--- config.mk ---
export PLATFORM = sky130hd
export DESIGN_NAME = axi_lite_rr_arbiter
export DESIGN_NICKNAME = d
export VERILOG_FILES = /design/src/rtl/axi_lite_rr_arbiter.sv
export SDC_FILE = /design/constraint.sdc
export NUM_CORES = 1
export LEC_CHECK = 0
export CAP_MARGIN = 25
export CORE_AREA = 4 4 110 112
export CTS_BUF_LIST = sky130_fd_sc_hd__clkbuf_4 sky130_fd_sc_hd__clkbuf_8
export DETAILED_ROUTE_END_ITERATION = 10
export DIE_AREA = 0 0 114 116
export GPL_TIMING_DRIVEN = 0
export PLACE_DENSITY = 0.7
export SLEW_MARGIN = 20
export SYNTH_ARGS = -nofsm -noshare
export SYNTH_HDL_FRONTEND = slang
export SYNTH_SLANG_ARGS = --single-unit
--- constraint.sdc ---
create_clock -name aclk -period 1.7 [get_ports aclk]
set_input_delay 0.34 -clock aclk [delete_from_list [all_inputs] [get_ports aclk]]
set_output_delay 0.34 -clock aclk [all_outputs]
set_load 0.05 [all_outputs]
--- src/rtl/axi_lite_rr_arbiter.sv ---
// ---------------------------------------------------------------------------
// axi_lite_rr_arbiter
// Shares one AXI4-Lite slave port between N_M AXI4-Lite masters. Arbitration
// is round-robin per whole transaction (read = AR+R, write = AW+W+B), with
// one transaction outstanding at a time.
//
// Ports
//   aclk, areset_n        clock, asynchronous active-low reset
//   s_ar*/s_r*            per-master read channels (valid/ready per master,
//                         rdata/rresp broadcast)
//   s_aw*/s_w*/s_b*       per-master write channels (bresp broadcast)
//   m_*                   single slave-side AXI4-Lite port
//   grant                 one-hot owner of the current transaction, 0 in IDLE
//
// Optional feature macro: ARB_TIMEOUT_EN
//   When defined, a response that does not arrive within TMO_CYC cycles is
//   answered locally with SLVERR (RERR/BERR states); a late response from the
//   slave is dropped. When undefined the arbiter waits forever.
// ---------------------------------------------------------------------------
module axi_lite_rr_arbiter #(
  parameter int N_M     = 2,
  parameter int ADDR_W  = 12,
  parameter int DATA_W  = 32,
  parameter int TMO_CYC = 64
) (
  input  logic                       aclk,
  input  logic                       areset_n,
  input  logic [N_M-1:0]             s_arvalid,
  input  logic [N_M*ADDR_W-1:0]      s_araddr,
  output logic [N_M-1:0]             s_arready,
  output logic [N_M-1:0]             s_rvalid,
  output logic [DATA_W-1:0]          s_rdata,
  output logic [1:0]                 s_rresp,
  input  logic [N_M-1:0]             s_rready,
  input  logic [N_M-1:0]             s_awvalid,
  input  logic [N_M*ADDR_W-1:0]      s_awaddr,
  output logic [N_M-1:0]             s_awready,
  input  logic [N_M-1:0]             s_wvalid,
  input  logic [N_M*DATA_W-1:0]      s_wdata,
  input  logic [N_M*DATA_W/8-1:0]    s_wstrb,
  output logic [N_M-1:0]             s_wready,
  output logic [N_M-1:0]             s_bvalid,
  output logic [1:0]                 s_bresp,
  input  logic [N_M-1:0]             s_bready,
  output logic                       m_arvalid,
  output logic [ADDR_W-1:0]          m_araddr,
  input  logic                       m_arready,
  input  logic                       m_rvalid,
  input  logic [DATA_W-1:0]          m_rdata,
  input  logic [1:0]                 m_rresp,
  output logic                       m_rready,
  output logic                       m_awvalid,
  output logic [ADDR_W-1:0]          m_awaddr,
  input  logic                       m_awready,
  output logic                       m_wvalid,
  output logic [DATA_W-1:0]          m_wdata,
  output logic [DATA_W/8-1:0]        m_wstrb,
  input  logic                       m_wready,
  input  logic                       m_bvalid,
  input  logic [1:0]                 m_bresp,
  output logic                       m_bready,
  output logic [N_M-1:0]             grant
);

  localparam int IW = (N_M > 1) ? $clog2(N_M) : 1;
  localparam int SW = DATA_W / 8;

  localparam logic [2:0] ST_IDLE  = 3'd0;
  localparam logic [2:0] ST_RADDR = 3'd1;
  localparam logic [2:0] ST_RDATA = 3'd2;
  localparam logic [2:0] ST_WADDR = 3'd3;
  localparam logic [2:0] ST_WDATA = 3'd4;
  localparam logic [2:0] ST_WRESP = 3'd5;
`ifdef ARB_TIMEOUT_EN
  localparam logic [2:0] ST_RERR  = 3'd6;
  localparam logic [2:0] ST_BERR  = 3'd7;
  localparam int         TW       = $clog2(TMO_CYC + 1);
  logic [TW-1:0]         r_tmo;
`endif

  logic [2:0]     r_state;
  logic [N_M-1:0] r_grant;
  // Round-robin pointer; once a grant is made it also names the owner.
  logic [IW-1:0]  r_ptr;
  logic [N_M-1:0] w_req;
  logic           w_found;
  logic [IW-1:0]  w_win;
  logic [IW-1:0]  w_cand;

  assign w_req = s_arvalid | s_awvalid;
  assign grant = r_grant;

  // Round-robin search: first requester strictly after the pointer, wrapping.
  always_comb begin
    w_found = 1'b0;
    w_win   = '0;
    w_cand  = '0;
    for (int k = 1; k <= N_M; k++) begin
      w_cand = IW'((int'(r_ptr) + k) % N_M);
      if (!w_found && w_req[w_cand]) begin
        w_found = 1'b1;
        w_win   = w_cand;
      end else begin
        w_found = w_found;
      end
    end
  end

  // Transaction state machine, grant register and round-robin pointer.
  always_ff @(posedge aclk or negedge areset_n) begin
    if (!areset_n) begin
      r_state <= ST_IDLE;
      r_grant <= '0;
      r_ptr   <= IW'(N_M - 1);
`ifdef ARB_TIMEOUT_EN
      r_tmo   <= '0;
`endif
    end else begin
      case (r_state)
        ST_IDLE: begin
          if (w_found) begin
            r_grant <= {{(N_M-1){1'b0}}, 1'b1} << w_win;
            r_ptr   <= w_win;
            // A master asking for both is served its read first.
            r_state <= s_arvalid[w_win] ? ST_RADDR : ST_WADDR;
          end
        end
        ST_RADDR: begin
          if (s_arvalid[r_ptr] && m_arready) begin
            r_state <= ST_RDATA;
`ifdef ARB_TIMEOUT_EN
            r_tmo   <= '0;
`endif
          end
        end
        ST_RDATA: begin
          if (m_rvalid && s_rready[r_ptr]) begin
            r_state <= ST_IDLE;
            r_grant <= '0;
          end
`ifdef ARB_TIMEOUT_EN
          else if (!m_rvalid) begin
            if (r_tmo == TW'(TMO_CYC - 1)) begin
              r_state <= ST_RERR;
            end else begin
              r_tmo <= r_tmo + TW'(1);
            end
          end
`endif
        end
        ST_WADDR: begin
          if (s_awvalid[r_ptr] && m_awready) begin
            r_state <= ST_WDATA;
          end
        end
        ST_WDATA: begin
          if (s_wvalid[r_ptr] && m_wready) begin
            r_state <= ST_WRESP;
`ifdef ARB_TIMEOUT_EN
            r_tmo   <= '0;
`endif
          end
        end
        ST_WRESP: begin
          if (m_bvalid && s_bready[r_ptr]) begin
            r_state <= ST_IDLE;
            r_grant <= '0;
          end
`ifdef ARB_TIMEOUT_EN
          else if (!m_bvalid) begin
            if (r_tmo == TW'(TMO_CYC - 1)) begin
              r_state <= ST_BERR;
            end else begin
              r_tmo <= r_tmo + TW'(1);
            end
          end
`endif
        end
`ifdef ARB_TIMEOUT_EN
        ST_RERR: begin
          if (s_rready[r_ptr]) begin
            r_state <= ST_IDLE;
            r_grant <= '0;
          end
        end
        ST_BERR: begin
          if (s_bready[r_ptr]) begin
            r_state <= ST_IDLE;
            r_grant <= '0;
          end
        end
`endif
        default: begin
          r_state <= ST_IDLE;
          r_grant <= '0;
        end
      endcase
    end
  end

  // Channel routing: only the owner's channel in the current state is
  // connected; every other valid/ready/data/resp is held at 0.
  always_comb begin
    s_arready = '0;
    s_rvalid  = '0;
    s_rdata   = '0;
    s_rresp   = 2'b00;
    s_awready = '0;
    s_wready  = '0;
    s_bvalid  = '0;
    s_bresp   = 2'b00;
    m_arvalid = 1'b0;
    m_araddr  = '0;
    m_rready  = 1'b0;
    m_awvalid = 1'b0;
    m_awaddr  = '0;
    m_wvalid  = 1'b0;
    m_wdata   = '0;
    m_wstrb   = '0;
    m_bready  = 1'b0;
    case (r_state)
      ST_RADDR: begin
        m_arvalid        = s_arvalid[r_ptr];
        m_araddr         = s_araddr[r_ptr*ADDR_W +: ADDR_W];
        s_arready[r_ptr] = m_arready;
      end
      ST_RDATA: begin
        s_rvalid[r_ptr] = m_rvalid;
        s_rdata         = m_rdata;
        s_rresp         = m_rresp;
        m_rready        = s_rready[r_ptr];
      end
      ST_WADDR: begin
        m_awvalid        = s_awvalid[r_ptr];
        m_awaddr         = s_awaddr[r_ptr*ADDR_W +: ADDR_W];
        s_awready[r_ptr] = m_awready;
      end
      ST_WDATA: begin
        m_wvalid        = s_wvalid[r_ptr];
        m_wdata         = s_wdata[r_ptr*DATA_W +: DATA_W];
        m_wstrb         = s_wstrb[r_ptr*SW +: SW];
        s_wready[r_ptr] = m_wready;
      end
      ST_WRESP: begin
        s_bvalid[r_ptr] = m_bvalid;
        s_bresp         = m_bresp;
        m_bready        = s_bready[r_ptr];
      end
`ifdef ARB_TIMEOUT_EN
      // Local SLVERR; the slave's response channel stays disconnected.
      ST_RERR: begin
        s_rvalid[r_ptr] = 1'b1;
        s_rresp         = 2'b10;
      end
      ST_BERR: begin
        s_bvalid[r_ptr] = 1'b1;
        s_bresp         = 2'b10;
      end
`endif
      default: begin
      end
    endcase
  end

endmodule

==> reports/qor.txt <==
Status: finished with violations
Failing checks: setup timing
Met3 routed WL: 918 um
Wire length on met1: 4828 um
Setup CP Type: reg -> out
Crit path capture type: output pin
Pwr Total: 11620 uW
Clock buffer depth: 2
Net Sw Power: 5527 uW
Detailed Route WL: 13920 um
Biggest area consumer among synthesized cells: mux2i_1
Most common cell in the synthesized netlist: nor2_1
Worst Tran Pin Value: 497.5 ps
Largest net degree at the start of global routing: 11
Reg-to-Reg Start: r_ptr$_DFFE_PN1P_
Worst Path Required: 1360 ps
Number of remaining DRC errors: 0
Critical-path cell list: buf_12, buf_12, buf_12, buf_16, mux2i_4, nor2_4, buf_8
RSZ-0062 raised after global routing: true
Fin crit share: 123.1%
Ys async rst share: 100.0%
Post-Synthesis Cells: 248
Syn. warnings: 0
Final #Nets: 756
Via count: 3221
Final WS setup: -392.0 ps
Die Wd: 114 um
Met2 WL: 7932 um
Area growth, synth to finish: 332.9%
GRT Total Usage: 19.35%
Cts bufs inserted: 3
Ranking of synthesized cells by area: mux2i_1, nor2_1, and2_1, dfrtp_1, clkbuf_1
Synth Area per Inst: 6.977 sq um
I/O Buffers: 285
Flops & latches, synth: 6
Remaining Overflow, GRT: 0
Main combinational cell family by area after synthesis: multiplexers
Number of global-route vias before repair: 3490
Worst slew margin: 66.96%
Fin cells: 725
Initial DRC count: 78
CTS tree: yes
Hold Slack: 376.6 ps
Clock network power share: 2.1%
Max-slew violations: 0
Die Height: 116 um
Crit-path slowest cell: dfstp_2
R2R setup slack: -300 ps
HP Class: in -> async
Max Cap Viol: 0
Post-synthesis mux area share: 39.33%
Post-Synth Simple-Gate Area: 38.97%
Multi-input logic area: 2888 sq um
Diode count: 0
Final RePlAce weighted congestion: 0.9683
Via density: 4.443
Crit path time final: 2092 ps
Post-synth EDFFs: 0
Initial Utilization: 15.42%
Row cnt: 39
Startpoint types: register
Max frequency: 0.4780 GHz
Drt first pass iters: 4
Post-synthesis compound-gate area fraction: 5.640%
Fillcell total: 833
DP HPWL: 10160 um
P_int: 6092 uW
R2R cell count: 9
Yosys top cell area share: 37.60%
Leak Pwr: 0.002823 uW
Clock root buffer: clkbuf_8
Initial antenna violation count: 0
Most frequent CP cell: buf_12
Synth cell count leaders: nor2_1, mux2i_1, and2_1
Clk sink count: 6
Seq/Total Area, Yosys: 8.749%
Peak VDD IR: 0.0009744 V
Adder-Cell Fraction of Synth Area: 0%
CP max stage delay: 540 ps
I/O Pins: 286
Max Clock Skew: 5.289 ps
R2R Path End: r_state[1]$_DFFE_PN0P_
First-pass GRT wire length: 19820 um
Routed Antenna Nets: 0
Post-Synthesis Cell Area: 1730 sq um
Sequential power share: 2.7%
Switching part of the total: 47.57%
Fin. Hold Viols: 0
Clk Latency, worst-skew pair: 230 ps
Distinct cell type count after synthesis: 33
Core area: 11220 sq um
PD cells: 1551 nW/um^2
Clk pin slew, worst setup/hold paths: 40 ps
CP Max Fanout: 6
WP data arrival: 1750 ps
Xor/xnor cell area share of the yosys netlist: 0%
CTS H-tree lvls: 1
Final setup viols: 115
Syn Nets: 421
Die footprint: 13220 sq um
Share of post-route cells with drive strength above 1: 63.75%
Wire length per cell: 19.20 um
Top sig layer: met4
Register area: 153.9 sq um
Placed insts: 676
Hold_buf cts: 0
Ys flop type: dfrtp_1
Comb power frac: 95.1%
[power by group through the flow]
stage | Clock (uW) | Sequential (uW) | Combinational, uW
finish | 247 | 317 | 11100
detailed placement | 0 | 319 | 6970
floorplan | 0 | 366 | 4950
global placement | 0 | 314 | 6910
global route | 257 | 328 | 11500
CTS | 244 | 319 | 10200
[critical path: cells and delay by family, from the launching register on]
| kind | cells | cell delay (ps) |
|---|---|---|
| buffers and inverters | 5 | 670 |
| flip-flops | 1 | 540 |
| multiplexers | 1 | 250 |
| AND/OR/NAND/NOR | 1 | 50 |
[routing by layer]
metal  vias to the layer above  GRT usage, %
met5                         -             0
met4                         0         2.930
met3                        27         5.326
met2                       139         37.86
met1                      1534         21.04
li1                       1521             -
[worst max-delay path by stage]
| stage | start | endpoint | cells past startpoint |
|---|---|---|---|
| after CTS | r_ptr$_DFFE_PN1P_ | m_awaddr[9] | 6 |
| after global routing | r_ptr$_DFFE_PN1P_ | m_wdata[23] | 7 |
| after floorplan | r_ptr$_DFFE_PN1P_ | s_arready[1] | 4 |
| final | r_ptr$_DFFE_PN1P_ | m_wdata[23] | 7 |
| after global placement | r_ptr$_DFFE_PN1P_ | m_awaddr[5] | 6 |
| after detailed placement | r_ptr$_DFFE_PN1P_ | m_awaddr[5] | 6 |
[state kept, by name, indices dropped and copies added, names as in the netlist]
| name | cells |
|---|---|
| r_state | 3 |
| r_ptr | 1 |
| grant | 2 |
[stage by stage]
stage	worst slack, ps	utilization [%]	setup TNS, ps	area, sq um
after floorplan	-119.3	-	-2746	2414
final	-392.0	66.74	-30240	7491
after CTS	-405.1	62.61	-34480	7027
after detailed placement	-948.6	48.52	-88290	5445
after global routing	-444.4	66.74	-35630	7491
after global placement	-944.2	48.52	-86840	5445
[placed cells by master (no fill, tap or decap), types with 6 or more instances in the layout]
master / n
clkdlybuf4s50_1: 172
buf_8: 81
nor2_4: 60
mux2i_4: 60
buf_6: 52
and2_4: 37
buf_4: 20
buf_12: 11
nor2_2: 6
[timing repair]
item	in CTS	in global routing
gates cloned	9	2
setup buffers	25	16
gates resized for setup	962	108
endpoints found under the setup margin	116	115
pin swaps	48	35
[logic make-up after synthesis]
logic type      count (synthesis)
simple gates                  134
compound gates                 15
flops                           6
mux                            67
buf+inv                        26
[cell type report]
class,instances,share of cell area [%]
Sequential cell,6,2.054
Tap cell,143,2.389
Inverter,6,0.3508
Multi-Input combinational cell,216,38.55
Timing Repair Buffer,331,51.19
Buffer,19,4.810
Clock buffer,4,0.6514
Note: power is estimated with default switching activity, not from simulation.
